`src/rtl/seg_scan_decoder.sv`:
```
// Recovers hex digits from a multiplexed active-low seven-segment bus.
// Each pattern is synchronized and debounced, then captured once per digit.
module seg_scan_decoder #(
  parameter int DIGITS        = 4,
  parameter int STABLE_CYCLES = 4
) (
  input  logic                  clk,
  input  logic                  reset,
  input  logic [6:0]            seg_in,
  input  logic [DIGITS-1:0]     an_in,
  output logic [4*DIGITS-1:0]   value,
  output logic [DIGITS-1:0]     digit_valid,
  output logic                  update,
  output logic                  err,
  output logic [2:0]            err_digit
);

  localparam int CW = $clog2(STABLE_CYCLES) + 1;
  localparam logic [CW-1:0] CNT_MAX = CW'(STABLE_CYCLES - 1);

  typedef enum logic [1:0] {IDLE, SETTLE, CAPTURED} state_t;

  // Returns {known, nibble}; known=0 for blank and undecodable patterns.
  function automatic logic [4:0] decode(input logic [6:0] p);
    case (p)
      7'h40:   decode = 5'h10;
      7'h79:   decode = 5'h11;
      7'h24:   decode = 5'h12;
      7'h30:   decode = 5'h13;
      7'h19:   decode = 5'h14;
      7'h12:   decode = 5'h15;
      7'h02:   decode = 5'h16;
      7'h78:   decode = 5'h17;
      7'h00:   decode = 5'h18;
      7'h10:   decode = 5'h19;
      7'h08:   decode = 5'h1A;
      7'h03:   decode = 5'h1B;
      7'h46:   decode = 5'h1C;
      7'h21:   decode = 5'h1D;
      7'h06:   decode = 5'h1E;
      7'h0E:   decode = 5'h1F;
      default: decode = 5'h00;
    endcase
  endfunction

  logic [6:0]          seg_meta_q, seg_s_q;
  logic [DIGITS-1:0]   an_meta_q, an_s_q;
  logic [DIGITS+6:0]   prev_q;
  logic [CW-1:0]       cnt_q, cnt_d;
  state_t              state_q, state_d;
  logic [4*DIGITS-1:0] value_q, value_d;
  logic [DIGITS-1:0]   digit_valid_q, digit_valid_d;
  logic                update_q, update_d;
  logic                err_q, err_d;
  logic [2:0]          err_digit_q, err_digit_d;

  logic [DIGITS-1:0]   an_low;
  logic                one_hot;
  logic                changed;
  logic                capture;
  logic [4:0]          dec;

  always_comb begin
    // NOTE: every always_comb output gets a default first, so no path can infer a latch.
    an_low        = ~an_s_q;
    one_hot       = (an_low != '0) && ((an_low & (an_low - DIGITS'(1))) == '0);
    changed       = ({an_s_q, seg_s_q} != prev_q);
    dec           = decode(seg_s_q);
    cnt_d         = changed ? '0 : ((cnt_q == CNT_MAX) ? cnt_q : cnt_q + 1'b1);
    state_d       = state_q;
    capture       = 1'b0;
    value_d       = value_q;
    digit_valid_d = digit_valid_q;
    update_d      = 1'b0;
    err_d         = 1'b0;
    err_digit_d   = err_digit_q;

    case (state_q)
      IDLE:     if (one_hot) state_d = SETTLE;
      SETTLE: begin
        if (!one_hot) begin
          state_d = IDLE;
        end else if (!changed && cnt_d == CNT_MAX) begin
          state_d = CAPTURED;
          capture = 1'b1;
        end
      end
      CAPTURED: if (changed) state_d = one_hot ? SETTLE : IDLE;
      default:  state_d = IDLE;
    endcase

    // an_s is one-hot-low whenever capture is set, so at most one digit matches.
    if (capture) begin
      for (int i = 0; i < DIGITS; i++) begin
        if (!an_s_q[i]) begin
          if (dec[4]) begin
            value_d[4*i +: 4] = dec[3:0];
            digit_valid_d[i]  = 1'b1;
            update_d          = 1'b1;
          end else begin
            digit_valid_d[i] = 1'b0;
            if (seg_s_q != 7'h7F) begin
              err_d       = 1'b1;
              err_digit_d = 3'(i);
            end
          end
        end
      end
    end
  end

  // NOTE: sequential state uses non-blocking assignments so every flop samples pre-edge values.
  always_ff @(posedge clk or posedge reset) begin
    if (reset) begin
      seg_meta_q    <= '1;
      seg_s_q       <= '1;
      an_meta_q     <= '1;
      an_s_q        <= '1;
      prev_q        <= '1;
      cnt_q         <= '0;
      state_q       <= IDLE;
      value_q       <= '0;
      digit_valid_q <= '0;
      update_q      <= 1'b0;
      err_q         <= 1'b0;
      err_digit_q   <= '0;
    end else begin
      seg_meta_q    <= seg_in;
      seg_s_q       <= seg_meta_q;
      an_meta_q     <= an_in;
      an_s_q        <= an_meta_q;
      prev_q        <= {an_s_q, seg_s_q};
      cnt_q         <= cnt_d;
      state_q       <= state_d;
      value_q       <= value_d;
      digit_valid_q <= digit_valid_d;
      update_q      <= update_d;
      err_q         <= err_d;
      err_digit_q   <= err_digit_d;
    end
  end

  assign value       = value_q;
  assign digit_valid = digit_valid_q;
  assign update      = update_q;
  assign err         = err_q;
  assign err_digit   = err_digit_q;

endmodule

```
`config.mk`:
```
export PLATFORM = sky130hd
export DESIGN_NAME = seg_scan_decoder
export DESIGN_NICKNAME = d
export VERILOG_FILES = /design/src/rtl/seg_scan_decoder.sv
export SDC_FILE = /design/constraint.sdc
export NUM_CORES = 1
export LEC_CHECK = 0
export CORE_MARGIN = 5
export CORE_UTILIZATION = 58
export DETAILED_ROUTE_END_ITERATION = 8
export PLACE_DENSITY = 0.9
export SYNTH_ARGS = -nofsm -noshare
export SYNTH_HDL_FRONTEND = slang
export SYNTH_SLANG_ARGS = --single-unit
```
`constraint.sdc`:
```
create_clock -name clk -period 4 [get_ports clk]
set_clock_uncertainty 0.1 [all_clocks]
set_input_delay 0.4 -clock clk [delete_from_list [all_inputs] [get_ports clk]]
set_output_delay 0.4 -clock clk [all_outputs]
set_load 0.01 [all_outputs]
```
==> impl_results.html, run 1 <==
<table>
<tr><th>Metric</th><th>Value</th></tr>
<tr><th colspan="2">Floorplanning</th></tr>
<tr><td>Ports</td><td>38</td></tr>
<tr><td>Effective utilization at floorplan</td><td>0.608</td></tr>
<tr><td>Horizontal die dimension</td><td>78.3 µm</td></tr>
<tr><td>Placeable core region</td><td>between 4000 and 5000 µm²</td></tr>
<tr><td>Std-Cell Rows</td><td>24</td></tr>
<tr><td>Die area</td><td>6120 µm²</td></tr>
<tr><td>Chip height</td><td>roughly 80 µm</td></tr>
<tr><th colspan="2">Synthesis</th></tr>
<tr><td>Share of flip-flops with an asynchronous set or reset</td><td>1.00</td></tr>
<tr><td>Dominant combinational cell family by area after synthesis</td><td>simple AND/OR/NAND/NOR gates</td></tr>
<tr><td>Number of nets produced by synthesis</td><td>224</td></tr>
<tr><td>Xor-xnor portion of the synthesized cell area</td><td>0.0454</td></tr>
<tr><td>Flop and latch count out of synthesis</td><td>63</td></tr>
<tr><td>Multiplexer share of the synthesized area</td><td>0.0704</td></tr>
<tr><td>Count of flip-flops with a built-in enable after synthesis</td><td>0</td></tr>
<tr><td>Dominant cell type by area after synthesis</td><td>dfstp_2</td></tr>
<tr><td>Most used flip-flop cell after synthesis</td><td>dfstp_2</td></tr>
<tr><td>Warnings, synthesis</td><td>0</td></tr>
<tr><td>Yosys top cell area share</td><td>0.321</td></tr>
<tr><td>Post-Syn Instances</td><td>210</td></tr>
<tr><td>Most used standard cell by instance count after synthesis</td><td>dfstp_2</td></tr>
<tr><td>Adder-Cell Fraction of Synth Area</td><td>0.00463</td></tr>
<tr><td>Avg Cell Area, Syn</td><td>approximately 13 µm²</td></tr>
<tr><td>Commonest cells in the netlist</td><td>33 x dfstp_2, 30 x dfrtp_1, 13 x xor2_1</td></tr>
<tr><td>Seq/Total Area, Yosys</td><td>0.599</td></tr>
<tr><td>Area of the mapped netlist</td><td>2700 µm²</td></tr>
<tr><td>Area fraction in compound gates after synthesis</td><td>0.0801</td></tr>
<tr><td>Area share of and/or/nand/nor cells after synthesis</td><td>0.153</td></tr>
<tr><td>Leading post-synthesis cells by cell area</td><td>dfstp_2 32%, dfrtp_1 28%, mux2_4 6.7%, xor2_1 4.2%, buf_6 2.1%</td></tr>
<tr><td>Number of different library cells in the post-synthesis netlist</td><td>51</td></tr>
<tr><th colspan="2">Drt</th></tr>
<tr><td>Mean routed wirelength per cell</td><td>16.8 µm</td></tr>
<tr><td>Number of DRC violations after detailed routing</td><td>0</td></tr>
<tr><td>Starting DRC count in detailed routing</td><td>roughly 150</td></tr>
<tr><td>Post-DR vias/cell</td><td>5.67</td></tr>
<tr><td>Via count of the routed design</td><td>1700</td></tr>
<tr><td>Count of TritonRoute iterations in the first routing pass</td><td>4</td></tr>
<tr><td>Aggregate routed wire length</td><td>between 5 and 6 mm</td></tr>
<tr><td>Final antenna-violating net count</td><td>0</td></tr>
<tr><th colspan="2">Cells and area</th></tr>
<tr><td>Fin util</td><td>0.728</td></tr>
<tr><td>Layout cells sized above 1</td><td>0.258</td></tr>
<tr><td>Area added between synthesis and finish</td><td>19.7%</td></tr>
<tr><td>Number of nets at the end of the flow</td><td>257</td></tr>
<tr><td>ANT cells</td><td>0</td></tr>
<tr><td>Post-route standard cell area excluding fillers</td><td>roughly 3200 µm²</td></tr>
<tr><th colspan="2">Power and ir drop</th></tr>
<tr><td>Leakage power</td><td>0.00148 µW</td></tr>
<tr><td>Cell Pwr Density</td><td>403 nW/µm²</td></tr>
<tr><td>Worst IR Drop VDD</td><td>0.359 mV</td></tr>
<tr><th colspan="2">Clock tree</th></tr>
<tr><td>Clk sink count</td><td>63</td></tr>
<tr><td>Bufs on Longest Clock Path</td><td>2</td></tr>
<tr><td>Resize count post-CTS</td><td>0</td></tr>
<tr><td>CTS Root Buffer Type</td><td>clkbuf_8</td></tr>
<tr><td>Setup Fix Bufs, Post-CTS</td><td>0</td></tr>
<tr><td>Worst-path clk slew</td><td>approximately 0.070 ns</td></tr>
<tr><td>CTS tree</td><td>built</td></tr>
<tr><td>Number of clock buffers inserted by TritonCTS</td><td>9</td></tr>
<tr><td>CTS H-Tree Depth</td><td>3</td></tr>
<tr><td>Clock latency on the worst-skew pair</td><td>0.33 ns</td></tr>
<tr><td>Hold bufs inserted after CTS</td><td>0</td></tr>
<tr><th colspan="2">STA</th></tr>
<tr><td>Final TNS setup</td><td>0 ns</td></tr>
<tr><td>Final period demand of the worst path</td><td>2.82 ns</td></tr>
<tr><td>Final-report setup violation count</td><td>0</td></tr>
<tr><td>Achievable frequency</td><td>about 360 MHz</td></tr>
<tr><td>Period utilization</td><td>0.704</td></tr>
<tr><td>Hold violation total from the final report</td><td>0</td></tr>
<tr><td>RSZ-0062 raised after global routing</td><td>no</td></tr>
<tr><td>Actual slew at the worst max-slew pin</td><td>slightly below 0.7 ns</td></tr>
<tr><td>Worst max-slew margin expressed relative to the limit</td><td>0.543</td></tr>
<tr><td>Max-slew violation total from the final report</td><td>0</td></tr>
<tr><th colspan="2">GRT</th></tr>
<tr><td>Met3 GRT Util</td><td>0.0503</td></tr>
<tr><td>Number of global-route vias before repair</td><td>around 1700</td></tr>
<tr><td>Pin count of the biggest net entering global routing</td><td>34</td></tr>
<tr><td>Initial antenna violation count</td><td>0</td></tr>
<tr><td>Sum of overflow across all layers after global routing</td><td>0</td></tr>
<tr><td>Most utilized layer in the global route result</td><td>met2</td></tr>
<tr><td>Overall fraction of global-route tracks in use</td><td>0.187</td></tr>
<tr><td>GR Util met1</td><td>0.233</td></tr>
<tr><td>Global-route wire length before repair</td><td>8.68 mm</td></tr>
<tr><td>Met2 track demand over resource</td><td>0.300</td></tr>
<tr><th colspan="2">Worst setup path</th></tr>
<tr><td>Source of the critical timing path</td><td>cnt_q[0]</td></tr>
<tr><td>Cell depth of the worst flop-to-flop path</td><td>7</td></tr>
<tr><td>Data arrival time of the critical path</td><td>2.94 ns</td></tr>
<tr><td>FF-to-FF setup slack</td><td>1.18 ns</td></tr>
<tr><td>Worst flop-to-flop path startpoint</td><td>cnt_q[0]</td></tr>
<tr><td>Startpoint Class</td><td>flip-flop</td></tr>
<tr><td>Setup Crit Path Kind</td><td>flip-flop to flip-flop</td></tr>
<tr><td>Worst EP required</td><td>4.12 ns</td></tr>
<tr><td>Critical Path End Type</td><td>flip-flop</td></tr>
<tr><td>Biggest fanout along the worst timing path</td><td>14</td></tr>
<tr><th colspan="2">Place</th></tr>
<tr><td>Final weighted congestion in routability-driven placement</td><td>approximately 0.91</td></tr>
<tr><td>Number of port buffers</td><td>37</td></tr>
<tr><td>Standard cell area after detailed placement</td><td>about 3000 µm²</td></tr>
<tr><td>HPWL after DPL</td><td>3.45 mm</td></tr>
<tr><th colspan="2">Worst hold path</th></tr>
<tr><td>Worst hold start</td><td>seg_meta_q[1]</td></tr>
<tr><td>Worst hold path stage count</td><td>0</td></tr>
<tr><td>Worst hold path class</td><td>flip-flop to flip-flop</td></tr>
<tr><th colspan="2">Run status</th></tr>
<tr><td>Status</td><td>completed</td></tr>
<tr><th colspan="2">Run</th></tr>
<tr><td>Max capacitance violation total</td><td>0</td></tr>
</table>
## report_power, final
part,switching (µW),total [µW],leakage [µW],internal [µW]
Combinational,30.8,59.7,0.000608,28.9
Clock,227,551,0.000103,324
Sequential,25.0,695,0.000765,670
## flip-flops by register name, indices dropped and copies added, names as in the netlist
signal,cells
digit_valid,4
err,1
update,1
value,16
an_meta_q,4
state_q,2
seg_meta_q,7
prev_q,11
an_s_q,4
err_digit,3
cnt_q,3
seg_s_q,7
## routing by layer
| metal | up-vias | wire (µm) | share of wire |
|---|---|---|---|
| met3 | 13 | 303 | 0.060 |
| met5 | - | 0 | 0 |
| li1 | 800 | - | - |
| met2 | 61 | 2570 | 0.51 |
| met1 | 826 | 2040 | 0.40 |
| met4 | 0 | 130 | 0.026 |
## cells by family after synthesis
logic type,count (synthesis)
simple gates,67
flops,63
buf+inv,21
fa+ha+maj,1
mux,13
compound gates,31
xor+xnor,14
## critical path, stage by stage, from the launching register on
cell      delay (ns)
dfrtp_1         0.42
ha_1            0.27
xor2_1          0.17
o21ai_0         0.22
or4b_4          0.50
nand2b_4        0.22
or3_1           0.46
mux2_4          0.34
## path summary, 6_finish.rpt
kind / end
max: value[1]
min: seg_s_q[1]
max reg2reg: value[1]
min reg2reg: seg_s_q[1]
max in group asynchronous: prev_q[9]
min in group asynchronous: cnt_q[2]
## stage by stage
step / power (µW) / worst slack, ns / hold slack (ns) / cells
5_1_grt: 1370 / 0.983 / 0.258 / 300
3_3_place_gp: 761 / 1.27 / 0.245 / 284
4_1_cts: 1320 / 1.18 / 0.254 / 300
3_5_place_dp: 765 / 1.21 / 0.247 / 284
6_report: 1310 / 1.18 / 0.253 / 300
2_1_floorplan: 740 / 1.44 / 0.245 / 210
## cell usage in the layout (no fill, tap or decap), types with 3 or more instances in the layout
cell type / instances
mux2_4: 12
nor3_1: 7
clkbuf_8: 9
and2_1: 3
nor2_1: 8
or3_1: 4
nor4_1: 5
dfrtp_1: 30
nand2_1: 10
xor2_1: 13
clkbuf_1: 3
nand2b_1: 5
inv_1: 4
o21ai_0: 9
clkdlybuf4s50_1: 37
a21o_1: 5
dfstp_2: 33
nand3b_1: 3
nand3_1: 4
## area by class of cell
class	instances	area (µm²)
Timing Repair Buffer	38	378
Clock inverter	3	40.0
Tap cell	52	65.1
Fill cell	310	1210
Sequential cell	63	1620
Clock buffer	13	160
Multi-Input combinational cell	126	956
Inverter	5	18.8
(Power assumes the default switching activity.)
==> run 2: changes to the inputs <==
Settings changed: CORE_UTILIZATION 58 to 49, PLACE_DENSITY 0.9 to 0.82.
Clock period 4 ns to 2.4 ns, I/O delays scaled along.
==> run 2 against run 1 <==
Compared with the run above: maximum frequency is 13% higher; the flow now finishes with violations (negative setup slack); worst hold slack worse by 0.12 ns; setup slack worse by 1.3 ns; combinational power grew to 3.0 times the previous value; largest power group unchanged.
==> impl_results.html, run 2 (synthesis gave the netlist of run 1 again) <==
<table>
<tr><th>Metric</th><th>Value</th></tr>
<tr><th colspan="2">Drt</th></tr>
<tr><td>Starting DRC count in detailed routing</td><td>97</td></tr>
<tr><td>Number of DRC violations after detailed routing</td><td>0</td></tr>
<tr><td>Aggregate routed wire length</td><td>5.74 mm</td></tr>
<tr><td>Count of TritonRoute iterations in the first routing pass</td><td>4</td></tr>
<tr><td>Mean routed wirelength per cell</td><td>15.6 µm</td></tr>
<tr><td>Final antenna-violating net count</td><td>0</td></tr>
<tr><td>Post-DR vias/cell</td><td>~5.3</td></tr>
<tr><td>Via count of the routed design</td><td>1946</td></tr>
<tr><th colspan="2">STA</th></tr>
<tr><td>Hold violation total from the final report</td><td>0</td></tr>
<tr><td>Worst Setup Slack, final</td><td>-0.0860 ns</td></tr>
<tr><td>Max-slew violation total from the final report</td><td>0</td></tr>
<tr><td>Final TNS setup</td><td>-1.10 ns</td></tr>
<tr><td>Final-report setup violation count</td><td>15</td></tr>
<tr><td>RSZ-0062 raised after global routing</td><td>yes</td></tr>
<tr><td>Achievable frequency</td><td>402 MHz</td></tr>
<tr><td>Worst max-slew margin expressed relative to the limit</td><td>0.612</td></tr>
<tr><td>Final period demand of the worst path</td><td>2.49 ns</td></tr>
<tr><td>Period utilization</td><td>1.04</td></tr>
<tr><td>Actual slew at the worst max-slew pin</td><td>roughly 0.58 ns</td></tr>
<tr><td>Worst hold slack across all endpoints</td><td>roughly 0.13 ns</td></tr>
<tr><th colspan="2">Power and ir drop</th></tr>
<tr><td>Leakage power</td><td>~0.0017 µW</td></tr>
<tr><td>Net switching component of the power</td><td>519 µW</td></tr>
<tr><td>Clock share of power</td><td>0.409</td></tr>
<tr><td>Sequential share of power</td><td>0.511</td></tr>
<tr><td>Fraction of power spent switching nets</td><td>0.233</td></tr>
<tr><td>Combinational power share</td><td>0.080</td></tr>
<tr><td>Internal power summed over all cells</td><td>1710 µW</td></tr>
<tr><td>Worst IR Drop VDD</td><td>0.620 mV</td></tr>
<tr><td>Cell Pwr Density</td><td>595 nW/µm²</td></tr>
<tr><th colspan="2">GRT</th></tr>
<tr><td>Initial antenna violation count</td><td>0</td></tr>
<tr><td>Sum of overflow across all layers after global routing</td><td>0</td></tr>
<tr><td>Global-route wire length before repair</td><td>9.29 mm</td></tr>
<tr><td>Pin count of the biggest net entering global routing</td><td>25</td></tr>
<tr><td>Number of global-route vias before repair</td><td>1952</td></tr>
<tr><td>Overall fraction of global-route tracks in use</td><td>0.168</td></tr>
<tr><th colspan="2">Clock tree</th></tr>
<tr><td>Hold bufs inserted after CTS</td><td>0</td></tr>
<tr><td>CTS Root Buffer Type</td><td>clkbuf_8</td></tr>
<tr><td>CTS H-Tree Depth</td><td>3</td></tr>
<tr><td>Clk sink count</td><td>63</td></tr>
<tr><td>Bufs on Longest Clock Path</td><td>2</td></tr>
<tr><td>Worst-path clk slew</td><td>~0.080 ns</td></tr>
<tr><td>Number of clock buffers inserted by TritonCTS</td><td>9</td></tr>
<tr><td>Clock latency on the worst-skew pair</td><td>0.33 ns</td></tr>
<tr><td>CTS tree</td><td>built</td></tr>
<tr><th colspan="2">Cells and area</th></tr>
<tr><td>Top library cells by usage in the layout, fill and taps aside</td><td>44 x buf_4, 37 x clkdlybuf4s50_1, 33 x dfstp_2</td></tr>
<tr><td>ANT cells</td><td>0</td></tr>
<tr><td>Flip-flop count of the largest register, all copies and words added</td><td>16</td></tr>
<tr><td>Area added between synthesis and finish</td><td>38.8%</td></tr>
<tr><td>Most common cell after layout, fill and taps aside</td><td>buf_4</td></tr>
<tr><td>Number of filler cells placed in the layout</td><td>386</td></tr>
<tr><td>Layout cells sized above 1</td><td>0.458</td></tr>
<tr><td>Final cell count without fillers</td><td>367</td></tr>
<tr><td>Number of nets at the end of the flow</td><td>304</td></tr>
<tr><th colspan="2">Worst setup path</th></tr>
<tr><td>Source of the critical timing path</td><td>an_s_q[1]</td></tr>
<tr><td>Startpoint Class</td><td>flip-flop</td></tr>
<tr><td>Worst EP required</td><td>approximately 2.5 ns</td></tr>
<tr><td>Biggest fanout along the worst timing path</td><td>6</td></tr>
<tr><td>Setup Crit Path Kind</td><td>flip-flop to flip-flop</td></tr>
<tr><td>Worst flop-to-flop path startpoint</td><td>an_s_q[1]</td></tr>
<tr><td>Data arrival time of the critical path</td><td>between 2 and 3 ns</td></tr>
<tr><td>Critical Path End Type</td><td>flip-flop</td></tr>
<tr><th colspan="2">Place</th></tr>
<tr><td>HPWL after DPL</td><td>3.85 mm</td></tr>
<tr><td>Pre-CTS setup slack</td><td>-0.180 ns</td></tr>
<tr><td>Final weighted congestion in routability-driven placement</td><td>0.873</td></tr>
<tr><td>Number of port buffers</td><td>37</td></tr>
<tr><td>Placed Cells incl. Taps</td><td>341</td></tr>
<tr><th colspan="2">Floorplanning</th></tr>
<tr><td>Std-Cell Rows</td><td>27</td></tr>
<tr><td>Placeable core region</td><td>5440 µm²</td></tr>
<tr><td>Chip height</td><td>between 80 and 90 µm</td></tr>
<tr><td>Effective utilization at floorplan</td><td>0.497</td></tr>
<tr><td>Horizontal die dimension</td><td>84.3 µm</td></tr>
<tr><td>Ports</td><td>38</td></tr>
<tr><td>Die area</td><td>between 7000 and 8000 µm²</td></tr>
<tr><th colspan="2">Worst hold path</th></tr>
<tr><td>Worst hold path class</td><td>input port to asynchronous set/reset pin</td></tr>
<tr><th colspan="2">Run status</th></tr>
<tr><td>Status</td><td>finished with violations</td></tr>
<tr><td>Failing checks</td><td>negative setup slack</td></tr>
<tr><th colspan="2">Run</th></tr>
<tr><td>Max capacitance violation total</td><td>0</td></tr>
</table>
run 2: metal layers:
metal  wire length [µm]  global-route usage  vias to the layer above
met1               2460               0.207                      972
met2               2780               0.270                       59
met4                205              0.0921                        0
met3                290              0.0442                       19
met5                  0                   0                        -
li1                   -                   -                      896
run 2: area by class of cell:
type	count	area [µm²]	share of cell area
Timing Repair Buffer	85	739	0.197
Inverter	5	18.8	0.00501
Multi-Input combinational cell	126	1090	0.290
Clock inverter	5	56.3	0.0150
Sequential cell	63	1620	0.431
Tap cell	72	90.1	0.0240
Clock buffer	11	141	0.0377
run 2: critical path: stages (launching register included):
cell and delay [ns]:
dfstp_2 0.59, nand2_2 0.07, o211a_1 0.24, or4b_4 0.50, nand2b_4 0.19, or3_4 0.38
mux2_4 0.31
run 2: worst paths after layout:
check,end,slack (ns),cells past startpoint
worst max-delay path,value[8],-0.09,6
worst min-delay path,state_q[1],0.13,2
worst max register to register,value[8],-0.09,6
worst min register to register,seg_s_q[0],0.24,0
max in group asynchronous,seg_s_q[2],1.41,3
min in group clk,an_meta_q[1],0.21,1
run 2: repair_timing:
action	4_1_cts	5_1_grt
pin swaps	9	9
buffers inserted	9	2
endpoints found under the setup margin	19	22
gates resized for setup	14	14
run 2: power groups by stage:
stage	combinational, µW	clock, µW	sequential (µW)
3_3_place_gp	150	0	1150
6_report	179	912	1140
4_1_cts	167	927	1140
5_1_grt	196	983	1140
3_5_place_dp	154	0	1160
2_1_floorplan	91.0	0	1140
run 2: stage by stage:
step           instance area, µm²   util  total power, µW
2_1_floorplan                2720      -             1240
3_3_place_gp                 3340  0.615             1300
3_5_place_dp                 3340  0.615             1310
4_1_cts                      3660  0.673             2230
5_1_grt                      3750  0.689             2320
6_report                     3750  0.689             2230
